--- config.mk ---
export PLATFORM = sky130hd
export DESIGN_NAME = pll_reset_seq
export DESIGN_NICKNAME = d
export VERILOG_FILES = /design/src/rtl/pll_reset_seq.sv
export SDC_FILE = /design/constraint.sdc
export NUM_CORES = 1
export LEC_CHECK = 0
export CORE_MARGIN = 1
export CORE_UTILIZATION = 57
export DETAILED_ROUTE_END_ITERATION = 10
export GPL_ROUTABILITY_DRIVEN = 0
export GPL_TIMING_DRIVEN = 0
export PLACE_DENSITY = 0.79
export SLEW_MARGIN = 5
export SYNTH_ARGS = -nofsm -noshare
export SYNTH_HDL_FRONTEND = slang
export SYNTH_SLANG_ARGS = --single-unit
--- constraint.sdc ---
create_clock -name clk -period 3.7 [get_ports clk]
set_clock_uncertainty 0.15 [all_clocks]
set_input_delay 0.74 -clock clk [delete_from_list [all_inputs] [get_ports clk]]
set_output_delay 0.74 -clock clk [all_outputs]
set_load 0.02 [all_outputs]
--- src/rtl/pll_reset_seq.sv ---
`default_nettype none
// ============================================================================
// Module      : pll_reset_seq
// Description : Waits for a stable PLL lock, then releases the core, video and
//               audio reset domains in order; re-resets the PLL on lock timeout.
// Revision    : 1.0 - initial release
// ============================================================================
module pll_reset_seq #(
    parameter int LOCK_STABLE_CYCLES    = 1024,
    parameter int STAGE_GAP_CYCLES      = 16,
    parameter int UNLOCK_TIMEOUT_CYCLES = 65536,
    parameter int PLL_RST_PULSE         = 8
) (
    input  logic       clk,
    input  logic       rst,
    input  logic       pll_lock_i,
    output logic       pll_rst_o,
    output logic       rst_core_o,
    output logic       rst_video_o,
    output logic       rst_audio_o,
    output logic       ready_o,
    output logic [7:0] lock_loss_cnt_o
);

    localparam int c_MAX_A   = (LOCK_STABLE_CYCLES > UNLOCK_TIMEOUT_CYCLES) ?
                               LOCK_STABLE_CYCLES : UNLOCK_TIMEOUT_CYCLES;
    localparam int c_MAX_B   = (PLL_RST_PULSE > 2 * STAGE_GAP_CYCLES) ?
                               PLL_RST_PULSE : 2 * STAGE_GAP_CYCLES;
    localparam int c_MAX     = (c_MAX_A > c_MAX_B) ? c_MAX_A : c_MAX_B;
    localparam int c_CNT_W   = ($clog2(c_MAX + 1) > 17) ? $clog2(c_MAX + 1) : 17;

    localparam logic [c_CNT_W-1:0] c_ONE          = c_CNT_W'(1);
    localparam logic [c_CNT_W-1:0] c_STABLE_DONE  = c_CNT_W'(LOCK_STABLE_CYCLES);
    localparam logic [c_CNT_W-1:0] c_TIMEOUT_LAST = c_CNT_W'(UNLOCK_TIMEOUT_CYCLES - 1);
    localparam logic [c_CNT_W-1:0] c_PULSE_LAST   = c_CNT_W'(PLL_RST_PULSE - 1);
    localparam logic [c_CNT_W-1:0] c_VIDEO_REL    = c_CNT_W'(STAGE_GAP_CYCLES - 1);
    localparam logic [c_CNT_W-1:0] c_AUDIO_REL    = c_CNT_W'(2 * STAGE_GAP_CYCLES - 1);

    localparam logic [2:0] c_ST_WAIT_LOCK = 3'd0;
    localparam logic [2:0] c_ST_STABLE    = 3'd1;
    localparam logic [2:0] c_ST_RELEASE   = 3'd2;
    localparam logic [2:0] c_ST_RUN       = 3'd3;
    localparam logic [2:0] c_ST_PLL_RST   = 3'd4;

    logic               r_sync_meta;
    logic               r_lock_s;
    logic [2:0]         r_state;
    logic [c_CNT_W-1:0] r_cnt;
    logic               r_pll_rst;
    logic               r_rst_core;
    logic               r_rst_video;
    logic               r_rst_audio;
    logic               r_ready;
    logic [7:0]         r_loss_cnt;
    logic [7:0]         w_loss_cnt_inc;

    // Two-flop synchronizer for the asynchronous lock flag.
    always_ff @(posedge clk) begin
        if (rst) begin
            r_sync_meta <= 1'b0;
            r_lock_s    <= 1'b0;
        end else begin
            r_sync_meta <= pll_lock_i;
            r_lock_s    <= r_sync_meta;
        end
    end

    assign w_loss_cnt_inc = (r_loss_cnt == 8'hFF) ? r_loss_cnt : r_loss_cnt + 8'd1;

    always_ff @(posedge clk) begin
        if (rst) begin
            r_state     <= c_ST_WAIT_LOCK;
            r_cnt       <= '0;
            r_pll_rst   <= 1'b0;
            r_rst_core  <= 1'b1;
            r_rst_video <= 1'b1;
            r_rst_audio <= 1'b1;
            r_ready     <= 1'b0;
            r_loss_cnt  <= 8'd0;
        end else begin
            case (r_state)
                c_ST_WAIT_LOCK: begin
                    if (r_lock_s) begin
                        r_state <= c_ST_STABLE;
                        r_cnt   <= c_ONE;
                    end else if (r_cnt == c_TIMEOUT_LAST) begin
                        r_state   <= c_ST_PLL_RST;
                        r_cnt     <= '0;
                        r_pll_rst <= 1'b1;
                    end else begin
                        r_cnt <= r_cnt + c_ONE;
                    end
                end

                c_ST_STABLE: begin
                    if (!r_lock_s) begin
                        r_state <= c_ST_WAIT_LOCK;
                        r_cnt   <= '0;
                    end else if (r_cnt == c_STABLE_DONE) begin
                        r_state    <= c_ST_RELEASE;
                        r_cnt      <= '0;
                        r_rst_core <= 1'b0;
                    end else begin
                        r_cnt <= r_cnt + c_ONE;
                    end
                end

                c_ST_RELEASE: begin
                    if (!r_lock_s) begin
                        r_state     <= c_ST_WAIT_LOCK;
                        r_cnt       <= '0;
                        r_rst_core  <= 1'b1;
                        r_rst_video <= 1'b1;
                        r_rst_audio <= 1'b1;
                        r_ready     <= 1'b0;
                        r_loss_cnt  <= w_loss_cnt_inc;
                    end else begin
                        if (r_cnt == c_VIDEO_REL) begin
                            r_rst_video <= 1'b0;
                        end
                        // Video release point is always strictly earlier, so
                        // the domains never come out of reset on the same edge.
                        if (r_cnt == c_AUDIO_REL) begin
                            r_state     <= c_ST_RUN;
                            r_cnt       <= '0;
                            r_rst_audio <= 1'b0;
                            r_ready     <= 1'b1;
                        end else begin
                            r_cnt <= r_cnt + c_ONE;
                        end
                    end
                end

                c_ST_RUN: begin
                    if (!r_lock_s) begin
                        r_state     <= c_ST_WAIT_LOCK;
                        r_cnt       <= '0;
                        r_rst_core  <= 1'b1;
                        r_rst_video <= 1'b1;
                        r_rst_audio <= 1'b1;
                        r_ready     <= 1'b0;
                        r_loss_cnt  <= w_loss_cnt_inc;
                    end
                end

                c_ST_PLL_RST: begin
                    // Lock is deliberately ignored while the PLL is held in reset.
                    if (r_cnt == c_PULSE_LAST) begin
                        r_state   <= c_ST_WAIT_LOCK;
                        r_cnt     <= '0;
                        r_pll_rst <= 1'b0;
                    end else begin
                        r_cnt <= r_cnt + c_ONE;
                    end
                end

                default: begin
                    r_state     <= c_ST_WAIT_LOCK;
                    r_cnt       <= '0;
                    r_pll_rst   <= 1'b0;
                    r_rst_core  <= 1'b1;
                    r_rst_video <= 1'b1;
                    r_rst_audio <= 1'b1;
                    r_ready     <= 1'b0;
                end
            endcase
        end
    end

    assign pll_rst_o       = r_pll_rst;
    assign rst_core_o      = r_rst_core;
    assign rst_video_o     = r_rst_video;
    assign rst_audio_o     = r_rst_audio;
    assign ready_o         = r_ready;
    assign lock_loss_cnt_o = r_loss_cnt;

endmodule
`default_nettype wire
; After elaboration in Yosys (flattened, before gate mapping)
; Cells that the tools add are included.
[word_totals]
out_inout_bits = 13
register_bits = 35
word_cells = 85
[classes]
muxes = 36
eq_ne = 21
bitwise = 5
addsub = 2
reduce_logical = 11
[op_table]
columns = op, n
row1 = $mux W17, 8
row2 = $pmux W17 S5, 1
row3 = $mux W3, 8
row4 = $add A17 B1 Y17 const B, 1
row5 = $eq A17 B11 Y1 const B, 1
row6 = $eq A17 B16 Y1 const B, 1
row7 = $eq A17 B3 Y1 const B, 1
row8 = $eq A17 B4 Y1 const B, 1
row9 = $eq A17 B5 Y1 const B, 1
row10 = $pmux W1 S3, 5
row11 = $pmux W3 S5, 1
row12 = $ne A2 B2 Y1 const B, 7
row13 = $mux W1, 13
row14 = $ne A3 B3 Y1 const B, 4
row15 = $reduce_and A3 Y1, 3
row16 = $add A8 B1 Y8 const B, 1
row17 = $eq A8 B8 Y1 const B, 1
row18 = $reduce_and A4 Y1, 2
row19 = $eq A3 B2 Y1 const B, 2
row20 = $reduce_or A3 Y1, 2
row21 = $not A1 Y1, 5
row22 = $reduce_and A5 Y1, 1
row23 = $reduce_or A2 Y1, 2
row24 = $eq A3 B1 Y1 const B, 1
row25 = 2 further kinds, 2

; Longest topological paths before layout
[depth]
ltp_word = 4
mapped_depth = 13

; Worst setup path before layout
; No wires, ideal clock.
[synth_path]
path_type = register -> register
from = reg r_cnt[0]
to = reg r_cnt[4]
n_path_buf = 0
required_time_ns = 3.433
path_stages_with_launch = 13
synth_period_minus_slack_ns = 2.589
setup_slack_ns = 1.111
setup_time_ns = 0.117
arrival_time_ns = 2.322
cell_sequence = dfxtp_1 > ha_1 > and4_1 > nand2_1 > nor2_1 > nand4_1 > inv_1 > ha_1 > nor3_1 > a21oi_2 > a31oi_4 > a21o_1 > a22o_1
[synth_between]
elab_chain_cells = 4
word_cells_on_any_way = 13
classes_between = 1 x add/sub / 4 x eq/ne / 8 x mux
[synth_rtl]
columns = item, line
row1 = from (decl), 48  ; logic [c_CNT_W-1:0] r_cnt;
row2 = from (signal assigned), 85  ; r_cnt <= c_ONE;
row3 = from (signal assigned), 91  ; r_cnt <= r_cnt + c_ONE;
row4 = from (signal assigned), 104  ; r_cnt <= r_cnt + c_ONE;
row5 = "$add A17 B1 Y17, or another cell as far along", --
row6 = $mux W17 (on tied branches), "123, 86, 99"
row7 = $mux W17 (on tied branches), "109, 83, 96"
row8 = $pmux W17 S5 *, 81  ; case (r_state)
; Every way passes the cells marked *; elsewhere a longest branch is shown, timed or not.
; A chain may end at the register's enable or synchronous reset.

; Worst setup path after layout
[layout_path]
from = reg r_cnt[0]
to = reg r_cnt[11]
; Same word-level chain as after synthesis.

==> results.cfg <==
[clock_tree]
cts_max_level = 2
clk_pin_slew_worst_paths_ns = 0.10
hold_buffers = 0
post_cts_buffers = 0
clk_latency_ns = 0.34
cts_buffer_depth = 2
cts_buffers = 5
root_buffer = clkbuf_4
cts_sinks = 35
cts_tree = yes
cts_resized = 0

[timing]
tightest_slew_ns = 0.4587
maxSlewHeadroom_pct = 69.42
max_freq_mhz = 318.2
setup_viol = 0
rsz0062_at_grt = no
tns_ns = 0
finalCriticalPeriod_ns = 3.143
finalCritPeriodShare_pct = 84.94
hold_violations = 0
finalMaxSlewViolations = 0

[setup_path]
reg2reg_from = r_cnt[0]$_SDFFE_PP0P_
cp_num_buf_inv = 1
critPathTopFamily = simple AND/OR/NAND/NOR gates
cp_cell_sequence = ha_1, and4_1, nand2_1, nor2_1, nand4_1, inv_1, ha_1, nor3_1, a21oi_2, nand3_2, nand2_1, o311ai_1
crit_path_max_incr_delay_ns = 0.48
crit_slowest_cell = dfxtp_1
required_ns = 3.77
rrSetupSlack_ns = 0.56
regToRegEndpoint = r_cnt[11]$_SDFFE_PP0P_
reg2reg_depth = 12
cp-end-kind = register
critPathMaxFanout = 7
crit_path_start_kind = register
critPathArrivalTime_ns = 3.21
critical_path_class = register to register

[global_routing]
grt_pass1_vias = 1534
grt_pass1_wl_microns = 7058
antenna_found_initial = 0
grt_max_degree = 11
grtUsageTotal_pct = 26.03
overflow = 0

[synth]
synth_area_per_cell_sq_um = 8.394
synth_fp_nets = 238
synthCells = 230
ys.warnings.count = 0
synth_area_sq_um = 1931
ys_seq_elements = 35
seq_area_frac_synth_pct = 36.29
synth.distinct_cells = 47

[drt]
antenna_left = 0
wire_per_inst_microns = 14.07
vias = 1719
first_iter_violations = 111
drc = 0
wirelength_microns = 4151
first_pass_iters = 4
drt-vias-per-instance = 5.827

[min_path]
min_to = r_lock_s$_SDFF_PP0_
min_path_cells = 1
min-delay-start = r_sync_meta$_SDFF_PP0_
hold_path_class = register to register

[power_and_ir_drop]
swShare_pct = 24.80
power_switching_mw = 0.1539
intPower_mw = 0.4669
leakage_nw = 0.7970
pwr-share-comb_pct = 7.5
power.density_nw_per_um2 = 285.2
pwr-share-clk_pct = 30.4
seq_power_share_pct = 62.1
max-vdd-ir-drop_uv = 197.2

[floorplanning]
die_y_microns = 60.20
die-width_microns = 60.20
ioPinCount = 16
coreArea_sq_um = 3128
die_area_sq_um = 3624
std_cell_rows = 20
start_util_pct = 61.72

[cells_and_area]
layoutNonFillerInstCount = 295
antenna_cells = 0
layout.nets = 260
syn_to_final_growth_pct = 12.77
layout-drive-gt1-share_pct = 9.562

[place]
portBuffers = 15
dp_cells = 289
hpwl_microns = 2933

[outcome]
run_status = completed

[job]
drv_cap = 0
-- worst max-delay path by stage --
stage                                     start                endpoint  cells past startpoint
after global placement    r_cnt[0]$_SDFFE_PP0P_   r_cnt[9]$_SDFFE_PP0P_                     12
after CTS                 r_cnt[0]$_SDFFE_PP0P_   r_cnt[4]$_SDFFE_PP0P_                     12
after detailed placement  r_cnt[0]$_SDFFE_PP0P_   r_cnt[4]$_SDFFE_PP0P_                     12
after floorplan           r_cnt[0]$_SDFFE_PP0P_   r_cnt[4]$_SDFFE_PP0P_                     12
after global routing      r_cnt[0]$_SDFFE_PP0P_   r_cnt[9]$_SDFFE_PP0P_                     12
final                     r_cnt[0]$_SDFFE_PP0P_  r_cnt[11]$_SDFFE_PP0P_                     12
-- registers in the layout, summed over array words and instances (netlist names) --
register	flops
r_cnt	17
lock_loss_cnt_o	8
r_state	3
pll_rst_o	1
r_lock_s	1
r_sync_meta	1
ready_o	1
rst_audio_o	1
rst_core_o	1
rst_video_o	1
-- power by group through the flow --
stage          sequential [mW]  combinational (mW)  clock, mW
3_5_place_dp             0.394              0.0464          0
3_3_place_gp             0.394              0.0459          0
6_report                 0.386              0.0466      0.189
4_1_cts                  0.385              0.0469      0.193
2_1_floorplan            0.393              0.0338          0
5_1_grt                  0.387              0.0525      0.209
-- worst reg2reg max path: cells and delay by family, from the launching register on --
family | cells | cell delay [ns]
adder cells (fa/ha/maj) | 2 | 0.51
AND/OR/NAND/NOR | 7 | 1.46
flip-flops | 1 | 0.48
buffers and inverters | 1 | 0.10
AO/OA/AOI/OAI | 2 | 0.33
-- logic make-up after synthesis --
family,synth area share [%]
AOI/OAI and AO/OA,15.75
xor gates and xnor gates,4.083
adders and majority gates,3.240
buffers and inverters,5.768
DFF,36.29
muxes,1.555
and+or+nand+nor,33.31
-- cells in the final DEF, fill, tap and decap left out, types with 5 or more instances in the layout --
cell / Yosys / final
inv_1: 9 / 9
o21ai_0: 6 / 6
a21oi_1: 13 / 13
clkbuf_1: 5 / 6
clkbuf_4: 0 / 5
nor2_1: 27 / 27
nand4_1: 9 / 9
ha_1: 5 / 5
nand2_1: 23 / 23
o311ai_1: 5 / 5
clkdlybuf4s50_1: 0 / 15
dfxtp_1: 35 / 35
xor2_1: 6 / 6
nand3_1: 20 / 20
-- through the flow --
stage / total power [mW] / hold slack, ns / util [%] / cell area (sq um) / worst slack (ns)
floorplan: 0.4270 / 0.2638 / - / 1931 / 1.111
global placement: 0.4398 / 0.2734 / 68.28 / 2136 / 0.6652
detailed placement: 0.4405 / 0.2818 / 68.28 / 2136 / 0.6506
CTS: 0.6258 / 0.3065 / 69.60 / 2177 / 0.6009
global route: 0.6483 / 0.3201 / 69.60 / 2177 / 0.3504
finish: 0.6208 / 0.2998 / 69.60 / 2177 / 0.5571
-- cell usage after synthesis, drive strengths merged --
cell type   n  area share, %
nand3b      4            1.6
and3        4            1.3
xnor2       3            1.4
clkbuf      6            1.2
and2        4            1.3
nand4      10            3.6
nor2b       3           0.97
a21o        2           0.78
nand3      21            5.7
dfxtp      35             36
nor4b       2           0.91
and3b       1           0.45
nor4        3            2.9
buf         7            2.8
o21ai       7            1.8
a31oi       3            2.5
nor2       27            5.2
or2         1           0.32
and4        2            1.0
a21oi      14            3.8
o211ai      1            1.1
or3         2           0.65
or3b        1           0.45
and2b       1           0.39
nand2b      2           0.65
o311ai      5            2.3
ha          5            3.2
nand2      23            4.5
o21a        1           0.39
inv         9            1.7
mux2i       3            1.6
o41ai       1           0.45
nand4b      1           0.45
nor3        4            1.0
a22o        3            1.4
o221ai      1           0.45
xor2        6            2.7
a22oi       2           0.78
-- per-layer routing --
layer	vias to the layer above	global-route usage, %	share of wire [%]
met5	-	0	0
met4	0	7.973	1.7
met3	7	5.844	3.9
met2	42	40.35	46
met1	808	35.68	48
li1	862	-	-
-- layout make-up --
cell class / instances / area [sq um]
repair buffers: 15 / 150.1
plain buffers: 13 / 77.57
flip-flops and latches: 35 / 700.7
inverters: 9 / 33.78
multi-input cells: 173 / 1119
well taps: 44 / 55.05
clock buffers: 6 / 41.29
fillers: 281 / 950.9
Note: power is estimated with default switching activity, not from simulation.
